--- config.mk ---
export PLATFORM = sky130hd
export DESIGN_NAME = radix2_unsigned_divider
export DESIGN_NICKNAME = d
export VERILOG_FILES = /design/src/rtl/div_pkg.sv /design/src/rtl/div_clz.sv /design/src/rtl/radix2_unsigned_divider.sv
export SDC_FILE = /design/constraint.sdc
export NUM_CORES = 1
export LEC_CHECK = 0
export ABC_AREA = 1
export BUFFER_PORTS_ARGS = -buffer_cell sky130_fd_sc_hd__buf_2
export CAP_MARGIN = 20
export CORE_MARGIN = 1.5
export CORE_UTILIZATION = 53
export DETAILED_ROUTE_END_ITERATION = 8
export PLACE_DENSITY = 0.76
export SETUP_SLACK_MARGIN = 0.15
export SLEW_MARGIN = 20
export SYNTH_ARGS = -nofsm -noshare
export SYNTH_HDL_FRONTEND = slang
export SYNTH_SLANG_ARGS = --single-unit
--- constraint.sdc ---
create_clock -name clk -period 2.9 [get_ports clk]
set_input_delay 0.87 -clock clk [delete_from_list [all_inputs] [get_ports clk]]
set_output_delay 0.87 -clock clk [all_outputs]
set_load 0.03 [all_outputs]
--- src/rtl/div_pkg.sv ---
// Shared types and width helpers for the radix-2 unsigned divider.
package div_pkg;

  typedef enum logic [1:0] {
    IDLE   = 2'd0,
    RUN    = 2'd1,
    FINISH = 2'd2
  } div_state_t;

  localparam int DIV_DATA_WIDTH = 32;

  function automatic int cnt_width(input int w);
    return (w > 1) ? $clog2(w) : 1;
  endfunction

  localparam int CNT_W = cnt_width(DIV_DATA_WIDTH);

endpackage

--- src/rtl/div_clz.sv ---
// Combinational leading-zero counter; an all-zero input yields DATA_WIDTH.
module div_clz
  import div_pkg::*;
#(
  parameter int DATA_WIDTH = 32
) (
  input  logic [DATA_WIDTH-1:0]            din,
  output logic [cnt_width(DATA_WIDTH):0]   lz
);

  localparam int LZ_W = cnt_width(DATA_WIDTH);

  // Scanning upward lets the highest set bit win.
  always_comb begin
    lz = (LZ_W+1)'(DATA_WIDTH);
    for (int i = 0; i < DATA_WIDTH; i++) begin
      if (din[i]) lz = (LZ_W+1)'(DATA_WIDTH - 1 - i);
    end
  end

endmodule

--- src/rtl/radix2_unsigned_divider.sv ---
// Sequential restoring radix-2 unsigned divider, one quotient bit per cycle.
// Optional leading-zero skip enabled by defining DIV_EARLY_TERMINATE_EN.
//
// state  | meaning
// IDLE   | waiting for start; results from the last operation held
// RUN    | one restoring iteration per cycle until count reaches zero
// FINISH | done pulse; results valid
module radix2_unsigned_divider
  import div_pkg::*;
#(
  parameter int DATA_WIDTH = 32
) (
  input  logic                  clk,
  input  logic                  rst_n,
  input  logic                  start,
  input  logic [DATA_WIDTH-1:0] dividend,
  input  logic [DATA_WIDTH-1:0] divisor,
  output logic [DATA_WIDTH-1:0] quotient,
  output logic [DATA_WIDTH-1:0] remainder,
  output logic                  done,
  output logic                  divisor_is_zero,
  output logic                  busy
);

  localparam int CW = cnt_width(DATA_WIDTH);

  div_state_t            state_q, state_d;
  logic [DATA_WIDTH-1:0] q_q, rem_q, div_q;
  logic [CW-1:0]         cnt_q;
  logic                  dz_q;
  logic [DATA_WIDTH:0]   r_shift, diff;

`ifdef DIV_EARLY_TERMINATE_EN
  logic [CW:0] lz;

  div_clz #(.DATA_WIDTH(DATA_WIDTH)) u_clz (
    .din (dividend),
    .lz  (lz)
  );
`endif

  // Full remainder is shifted so divisors above 2^(W-1) restore correctly.
  assign r_shift = {rem_q, q_q[DATA_WIDTH-1]};
  assign diff    = r_shift - {1'b0, div_q};

  always_ff @(posedge clk or negedge rst_n) begin
    if (!rst_n) state_q <= IDLE;
    else        state_q <= state_d;
  end

  always_comb begin
    state_d = state_q;
    case (state_q)
      IDLE: begin
        if (start) begin
          if (divisor == '0) state_d = FINISH;
`ifdef DIV_EARLY_TERMINATE_EN
          else if (dividend == '0) state_d = FINISH;
`endif
          else state_d = RUN;
        end
      end
      RUN:     if (cnt_q == '0) state_d = FINISH;
      FINISH:  state_d = IDLE;
      default: state_d = IDLE;
    endcase
  end

  always_comb begin
    done = 1'b0;
    busy = 1'b1;
    case (state_q)
      IDLE:    busy = 1'b0;
      FINISH:  done = 1'b1;
      default: ;
    endcase
  end

  always_ff @(posedge clk or negedge rst_n) begin
    if (!rst_n) begin
      q_q   <= '0;
      rem_q <= '0;
      div_q <= '0;
      cnt_q <= '0;
      dz_q  <= 1'b0;
    end else begin
      case (state_q)
        IDLE: begin
          if (start) begin
            div_q <= divisor;
            if (divisor == '0) begin
              q_q   <= '1;
              rem_q <= dividend;
              dz_q  <= 1'b1;
            end else begin
              dz_q  <= 1'b0;
              rem_q <= '0;
`ifdef DIV_EARLY_TERMINATE_EN
              if (dividend == '0) begin
                q_q <= '0;
              end else begin
                q_q   <= dividend << lz;
                cnt_q <= CW'(DATA_WIDTH - 1 - int'(lz));
              end
`else
              q_q   <= dividend;
              cnt_q <= CW'(DATA_WIDTH - 1);
`endif
            end
          end
        end
        RUN: begin
          if (!diff[DATA_WIDTH]) rem_q <= diff[DATA_WIDTH-1:0];
          else                   rem_q <= r_shift[DATA_WIDTH-1:0];
          q_q <= {q_q[DATA_WIDTH-2:0], ~diff[DATA_WIDTH]};
          if (cnt_q != '0) cnt_q <= cnt_q - CW'(1);
        end
        default: ;
      endcase
    end
  end

  assign quotient        = q_q;
  assign remainder       = rem_q;
  assign divisor_is_zero = dz_q;

endmodule
==> results of run 1 <==
## worst max-delay path: stages, from the launching register on
cell and delay (ns):
dfrtp_1 0.45, ha_1 0.41, nand2_1 0.17, a21oi_1 0.06
nor2_1 0.11, nand2_1 0.08, a21oi_1 0.34, nand2_2 0.16
nand2_8 0.17, buf_6 0.20, nand3_1 0.09, nand2_1 0.07
nand2_1 0.05, a21oi_1 0.15
## per-stage QoR
stage               cells  hold slack, ns
finish               1591           0.485
global placement     1574           0.468
CTS                  1590           0.490
detailed placement   1574           0.473
global route         1591           0.518
floorplan            1282           0.452
## flip-flops by register name, summed over array words and instances, names as in the netlist
signal,count
remainder,32
divisor_is_zero,1
state_q,2
div_q,32
quotient,32
cnt_q,5
## worst paths after layout
path	to	slack [ns]	startpoint	cells after the start
worst max-delay path	remainder[31]$_DFFE_PN0P_	0.31	remainder[30]$_DFFE_PN0P_	13
worst min-delay path	quotient[7]$_DFFE_PN0P_	0.49	rst_n	1
worst max register to register	remainder[31]$_DFFE_PN0P_	0.31	remainder[30]$_DFFE_PN0P_	13
worst min register to register	div_q[12]$_DFFE_PN0P_	0.49	div_q[12]$_DFFE_PN0P_	2
max in group asynchronous	div_q[17]$_DFFE_PN0P_	1.66	rst_n	2
min in group clk	div_q[12]$_DFFE_PN0P_	0.49	div_q[12]$_DFFE_PN0P_	2
## layer usage
metal	vias up	share of wire, %
li1	4184	-
met1	3791	45
met2	345	44
met3	43	7.6
met4	0	2.6
met5	-	0
## layout make-up
cell class / count / area (sq um)
clock buffers: 12 / 256
well taps: 184 / 230
fillers: 1402 / 5470
flip-flops and latches: 104 / 2600
inverters: 275 / 1030
repair buffers: 152 / 831
clock inverters: 4 / 27.5
multi-input cells: 860 / 4250
## cells by family (layout without fill, tap and decap cells)
kind of cell               count (synthesis)  after routing  share of synthesized area [%]
buffers and inverters                    319            443                           15.4
adders and majority gates                 35             35                           5.54
xor gates and xnor gates                  15             15                           1.63
AOI/OAI and AO/OA                        186            186                           12.6
DFF                                      104            104                           32.4
and+or+nand+nor                          623            624                           32.4
## cell usage in the layout (no fill, tap or decap), types with 2 or more instances in the layout
cell	synthesis	layout
nand2_1	400	398
inv_1	267	267
buf_2	8	132
dfrtp_1	104	104
nor2_1	100	100
a21oi_1	78	76
o21ai_0	69	69
nand3_1	63	63
ha_1	34	34
nand3b_1	23	23
buf_4	1	17
a31oi_1	16	16
nand4_1	15	15
xor2_1	14	14
a22oi_1	14	14
clkbuf_16	0	9
inv_2	7	7
nand2_2	4	6
nor2_2	6	6
a21oi_2	4	6
and2_1	4	4
nor3_1	4	4
nand2_8	0	2
clkinv_2	0	2
clkbuf_8	0	2
buf_6	2	2
==> metrics.txt, run 1 <==
# TYPE chip_impl_metric gauge
chip_impl_info{name="run_status",value="complete, no violations"} 1
chip_impl_metric{name="syn_nets",unit=""} 1384
chip_impl_metric{name="floorplan.die.height",unit="microns"} 126
chip_impl_metric{name="worst_skew_pair.late_latency",unit="ns"} 0.35
chip_impl_metric{name="post_placement_worst_setup_slack",unit="ns"} 0.198
chip_impl_metric{name="port_buffers",unit=""} 133
chip_impl_metric{name="overflow",unit=""} 0
chip_impl_metric{name="place_congestion",unit=""} 0.977
chip_impl_metric{name="globalRouteTotalUtil",unit="%"} 30.0
chip_impl_metric{name="floorplan.io_pins",unit=""} 134
chip_impl_metric{name="fin_area",unit="sq mm"} 0.00923
chip_impl_info{name="sort_of_element_at_the_end_of_the_critical_path",value="flip-flop"} 1
chip_impl_metric{name="highest_clock_frequency_the_design_can_meet",unit="GHz"} 0.386
chip_impl_info{name="synth.most_common_cell",value="nand2_1"} 1
chip_impl_info{name="tritoncts_clock_tree",value="yes"} 1
chip_impl_metric{name="dp.final_hpwl",unit="mm"} 18.1
chip_impl_metric{name="grt_util_met2",unit="%"} 46.8
chip_impl_metric{name="final_layout_size_suffix_gt1_share",unit="%"} 14.1
chip_impl_metric{name="residual_drc",unit=""} 0
chip_impl_metric{name="number_of_different_library_cells_in_the_post_synthesis_netlist",unit=""} 36
chip_impl_info{name="yosys_most_used_dff",value="dfrtp_1"} 1
chip_impl_metric{name="globalRouteMet3Util",unit="%"} 4.29
chip_impl_metric{name="cts_max_path_buffers",unit=""} 2
chip_impl_metric{name="area_growth_from_synthesis_to_layout",unit="%"} 14.8
chip_impl_metric{name="utilization",unit="%"} 62.8
chip_impl_metric{name="cts.sinks",unit=""} 104
chip_impl_metric{name="cp_data_required_time",unit="ns"} 3.18
chip_impl_metric{name="data_arrival_time_of_the_worst_path",unit="ns"} 2.87
chip_impl_metric{name="layout_worst_path_cycle_share",unit="%"} 89.3
chip_impl_metric{name="postRouteAntennaNets",unit=""} 0
chip_impl_info{name="netlist_top_cells_area",value="dfrtp_1 (32%), nand2_1 (19%), inv_1 (12%)"} 1
chip_impl_metric{name="cts_inserted_buffers",unit=""} 9
chip_impl_metric{name="drt_first_pass_iters",unit=""} 8
chip_impl_info{name="hold_class",value="primary input to async pin"} 1
chip_impl_metric{name="setup_total_negative_slack",unit="ns"} 0
chip_impl_info{name="synth.cells.most_frequent",value="nand2_1 (400), inv_1 (267), dfrtp_1 (104)"} 1
chip_impl_metric{name="clkSlewWorstSetupHoldPaths",unit="ns"} 0.07
chip_impl_metric{name="synthArstFlopShare",unit="%"} 100
chip_impl_metric{name="post_cts.repair.setup_buffers",unit=""} 0
chip_impl_metric{name="grt_start_max_net_pins",unit=""} 66
chip_impl_metric{name="netlist_area",unit="sq mm"} 0.00804
chip_impl_metric{name="drt-total-wl",unit="mm"} 23.4
chip_impl_metric{name="setup_skew",unit="ns"} 0.00339
chip_impl_info{name="worst_setup_path_start_kind",value="flip-flop"} 1
chip_impl_metric{name="post_dp_cell_area",unit="sq mm"} 0.00889
chip_impl_info{name="cts-root-buf",value="clkbuf_16"} 1
chip_impl_metric{name="placementRows",unit=""} 44
chip_impl_metric{name="report.final.slew_viol_count",unit=""} 0
chip_impl_metric{name="timing.max_slew.rel_slack",unit="%"} 60.9
chip_impl_metric{name="yosys.area.top_type_share",unit="%"} 32.4
chip_impl_metric{name="ctsHtreeMaxLevel",unit=""} 3
chip_impl_metric{name="finish.net_count",unit=""} 1504
chip_impl_metric{name="synth_seq_area_share",unit="%"} 32.4
chip_impl_metric{name="global_route_wire_length_before_repair",unit="mm"} 38.1
chip_impl_metric{name="fin_crit",unit="ns"} 2.59
chip_impl_metric{name="synthesis.area_per_instance",unit="sq um"} 6.27
chip_impl_metric{name="yosys_warnings",unit=""} 0
chip_impl_metric{name="grt_antenna_before_repair",unit=""} 0
chip_impl_metric{name="start_util",unit="%"} 54.7
chip_impl_metric{name="post_synth_inst_count",unit=""} 1282
chip_impl_info{name="setup_repair_after_global_routing_missed_its_margin",value="yes"} 1
chip_impl_metric{name="grt_util_met1",unit="%"} 42.9
chip_impl_metric{name="first_iter_violations",unit=""} 838
chip_impl_info{name="busiest_layer_in_global_routing",value="met2"} 1
chip_impl_metric{name="routed_via_count_divided_by_cell_count",unit=""} 5.26
chip_impl_metric{name="final-setup-viol-count",unit=""} 0
chip_impl_metric{name="finalHoldViolCount",unit=""} 0
chip_impl_metric{name="ctsResizeCount",unit=""} 0
chip_impl_metric{name="design.core.area",unit="sq mm"} 0.0147
chip_impl_metric{name="ctsHoldBuffers",unit=""} 0
chip_impl_metric{name="antenna_cells_inserted",unit=""} 0
chip_impl_metric{name="avgRoutedWirePerCell",unit="microns"} 14.7
chip_impl_metric{name="critical_path.max_fanout",unit=""} 18
chip_impl_metric{name="worst_slew_pin_slew",unit="ns"} 0.586
chip_impl_info{name="worstSetupPathType",value="flip-flop to flip-flop"} 1
chip_impl_metric{name="fp.dieW",unit="microns"} 126
chip_impl_metric{name="synth_seq_cells",unit=""} 104
chip_impl_info{name="synth_largest_area_cell",value="dfrtp_1"} 1
chip_impl_metric{name="grt_pass1_vias",unit=""} 7820
chip_impl_metric{name="routed-via-count",unit=""} 8363
chip_impl_metric{name="drv_cap",unit=""} 0
chip_impl_metric{name="synth_enable_flop_cells",unit=""} 0
chip_impl_metric{name="setup_ws",unit="ns"} 0.311
chip_impl_metric{name="die-area",unit="sq mm"} 0.0159
Power of run 1 is left out: the tool's default activity adds up to more than one toggle a clock period on the data nets, which glitch-free logic cannot reach.
==> inputs of run 2 (changes only) <==
- RECOVER_POWER: not set -> 100
==> run 2 against run 1 <==
Fmax fell by 1.3%. Largest cell class unchanged. Worst hold slack barely moved. Sequential share of layout area rose by 0.41 points. Critical path depth rose by 2. Flip-flop and latch count did not move. Clock skew rose by 0.0020 ns. Register-to-register slack got worse by 0.03 ns.
==> metrics.txt, run 2 (synthesis gave the netlist of run 1 again) <==
# TYPE chip_impl_metric gauge
chip_impl_info{name="run_status",value="complete, no violations"} 1
chip_impl_metric{name="worst_skew_pair.late_latency",unit="ns"} 0.36
chip_impl_metric{name="grt_antenna_before_repair",unit=""} 0
chip_impl_metric{name="cts_max_path_buffers",unit=""} 2
chip_impl_metric{name="report.final.slew_viol_count",unit=""} 0
chip_impl_metric{name="hold-path-cell-count",unit=""} 2
chip_impl_metric{name="globalRouteTotalUtil",unit="%"} 30.0
chip_impl_info{name="min_to",value="div_q[12]$_DFFE_PN0P_"} 1
chip_impl_info{name="rr_endpoint",value="remainder[28]$_DFFE_PN0P_"} 1
chip_impl_metric{name="grt_util_met2",unit="%"} 46.8
chip_impl_metric{name="avgRoutedWirePerCell",unit="microns"} 14.7
chip_impl_metric{name="timing.max_slew.rel_slack",unit="%"} 23.5
chip_impl_info{name="worst_hold_startpoint",value="div_q[12]$_DFFE_PN0P_"} 1
chip_impl_metric{name="drv_cap",unit=""} 0
chip_impl_metric{name="antenna_cells_inserted",unit=""} 0
chip_impl_metric{name="fp.dieW",unit="microns"} 126
chip_impl_info{name="worst_setup_path_start_kind",value="flip-flop"} 1
chip_impl_metric{name="setup_total_negative_slack",unit="ns"} 0
chip_impl_metric{name="finalHoldViolCount",unit=""} 0
chip_impl_metric{name="dp.final_hpwl",unit="mm"} 18.1
chip_impl_metric{name="grt_util_met1",unit="%"} 42.9
chip_impl_metric{name="cts.sinks",unit=""} 104
chip_impl_metric{name="grt_pass1_vias",unit=""} 7820
chip_impl_metric{name="routed_via_count_divided_by_cell_count",unit=""} 5.23
chip_impl_metric{name="overflow",unit=""} 0
chip_impl_metric{name="area_growth_from_synthesis_to_layout",unit="%"} 13.1
chip_impl_metric{name="cp_data_required_time",unit="ns"} 3.18
chip_impl_metric{name="finish.net_count",unit=""} 1504
chip_impl_metric{name="residual_drc",unit=""} 0
chip_impl_metric{name="data_arrival_time_of_the_worst_path",unit="ns"} 2.90
chip_impl_info{name="tritoncts_clock_tree",value="yes"} 1
chip_impl_metric{name="layout_worst_path_cycle_share",unit="%"} 90.4
chip_impl_info{name="mostFrequentLayoutCells",value="nand2_1 (401), inv_1 (267), dfrtp_1 (104)"} 1
chip_impl_metric{name="die-area",unit="sq mm"} 0.0159
chip_impl_metric{name="highest_clock_frequency_the_design_can_meet",unit="GHz"} 0.381
chip_impl_metric{name="final-setup-viol-count",unit=""} 0
chip_impl_info{name="busiest_layer_in_global_routing",value="met2"} 1
chip_impl_metric{name="clkSlewWorstSetupHoldPaths",unit="ns"} 0.07
chip_impl_info{name="worstSetupPathType",value="flip-flop to flip-flop"} 1
chip_impl_metric{name="routed-via-count",unit=""} 8326
chip_impl_metric{name="fin_crit",unit="ns"} 2.62
chip_impl_info{name="cts-root-buf",value="clkbuf_16"} 1
chip_impl_metric{name="floorplan.io_pins",unit=""} 134
chip_impl_metric{name="start_util",unit="%"} 54.7
chip_impl_metric{name="final_layout_size_suffix_gt1_share",unit="%"} 8.67
chip_impl_metric{name="postRouteAntennaNets",unit=""} 0
chip_impl_metric{name="critical_path.max_fanout",unit=""} 18
chip_impl_metric{name="fillerInstances",unit=""} 1446
chip_impl_metric{name="port_buffers",unit=""} 133
chip_impl_metric{name="drt-total-wl",unit="mm"} 23.4
chip_impl_metric{name="rr_worst_depth",unit=""} 15
chip_impl_metric{name="placementRows",unit=""} 44
chip_impl_metric{name="reg2reg_setup_slack",unit="ns"} 0.28
chip_impl_info{name="layout.cells.most_common",value="nand2_1"} 1
chip_impl_metric{name="worst_slew_pin_slew",unit="ns"} 1.15
chip_impl_metric{name="grt_start_max_net_pins",unit=""} 66
chip_impl_metric{name="cts_inserted_buffers",unit=""} 9
chip_impl_metric{name="global_route_wire_length_before_repair",unit="mm"} 38.1
chip_impl_metric{name="total_area_of_multi_input_combinational_cells",unit="sq mm"} 0.00423
chip_impl_metric{name="globalRouteMet3Util",unit="%"} 4.29
chip_impl_metric{name="post_cts.repair.setup_buffers",unit=""} 0
chip_impl_metric{name="drt_first_pass_iters",unit=""} 6
chip_impl_metric{name="floorplan.die.height",unit="microns"} 126
chip_impl_info{name="sort_of_element_at_the_end_of_the_critical_path",value="flip-flop"} 1
chip_impl_metric{name="design.core.area",unit="sq mm"} 0.0147
chip_impl_metric{name="ctsHtreeMaxLevel",unit=""} 3
chip_impl_info{name="setup_repair_after_global_routing_missed_its_margin",value="yes"} 1
chip_impl_metric{name="place_congestion",unit=""} 0.977
chip_impl_metric{name="first_iter_violations",unit=""} 874
chip_impl_metric{name="seq_area",unit="sq mm"} 0.00260
chip_impl_info{name="hold_class",value="flip-flop to flip-flop"} 1
chip_impl_metric{name="setup_skew",unit="ns"} 0.00537
chip_impl_info{name="rr_startpoint",value="remainder[20]$_DFFE_PN0P_"} 1
chip_impl_metric{name="ctsHoldBuffers",unit=""} 0
## run 2: cell types whose count changed in the layout (fill, tap and decap cells not counted)
cell | before | now
a21oi_1 | 76 | 80
a21oi_2 | 6 | 2
buf_12 | 1 | 0
buf_2 | 132 | 65
buf_4 | 17 | 13
clkbuf_1 | 1 | 68
clkbuf_2 | 0 | 5
clkinv_1 | 1 | 2
inv_2 | 7 | 6
nand2_1 | 398 | 401
nand2_2 | 6 | 3
nor2_1 | 100 | 101
nor2_2 | 6 | 5
## run 2: area by class of cell
class                   count  area share [%]
inverters                 275            11.3
flip-flops and latches    104            28.6
clock buffers              12            2.82
well taps                 184            2.53
multi-input cells         860            46.5
repair buffers            152            7.94
clock inverters             4           0.303
## run 2: worst max path at each step
| stage | end | from | cells after the start | slack [ns] |
|---|---|---|---|---|
| floorplan | quotient[0]$_DFFE_PN0P_ | quotient[31]$_DFFE_PN0P_ | 16 | 0.45 |
| global placement | remainder[25]$_DFFE_PN0P_ | remainder[30]$_DFFE_PN0P_ | 12 | 0.33 |
| detailed placement | remainder[28]$_DFFE_PN0P_ | quotient[31]$_DFFE_PN0P_ | 18 | 0.20 |
| CTS | remainder[28]$_DFFE_PN0P_ | quotient[31]$_DFFE_PN0P_ | 18 | 0.18 |
| global route | remainder[25]$_DFFE_PN0P_ | remainder[20]$_DFFE_PN0P_ | 15 | 0.07 |
| finish | remainder[28]$_DFFE_PN0P_ | remainder[20]$_DFFE_PN0P_ | 15 | 0.28 |
## run 2: critical path, stage by stage (launching register included)
cell      delay (ns)
dfrtp_1         0.45
ha_1            0.42
nand2_1         0.10
nand2_1         0.07
nand2_1         0.06
nand2_1         0.06
clkinv_1        0.04
nand2_1         0.06
a21oi_1         0.31
nand2_1         0.20
nand2_8         0.19
buf_6           0.20
nand3_1         0.09
nand2_1         0.08
nand2_1         0.05
a21oi_1         0.15
## run 2: timing repair
action                                 in CTS  in global routing
endpoints found under the hold margin       0                  0
resized for setup                           0                  9
setup endpoints to repair                   0                 33
## run 2: stage by stage
step           hold WS (ns)  utilization (%)  instance area (sq um)  cells  setup WS [ns]
3_5_place_dp          0.473             60.5                   8890   1574          0.198
3_3_place_gp          0.468             60.5                   8890   1574          0.327
2_1_floorplan         0.452                -                   8040   1282          0.446
6_report              0.485             61.9                   9100   1591          0.277
5_1_grt               0.518             61.9                   9100   1591         0.0686
4_1_cts               0.490             62.4                   9180   1590          0.180
## run 2: per-layer routing
layer	vias to the layer above	wire, microns
li1	4178	-
met1	3773	10600
met2	336	10400
met3	39	1790
met4	0	591
met5	-	0
Power of run 2 is left out for the same reason.
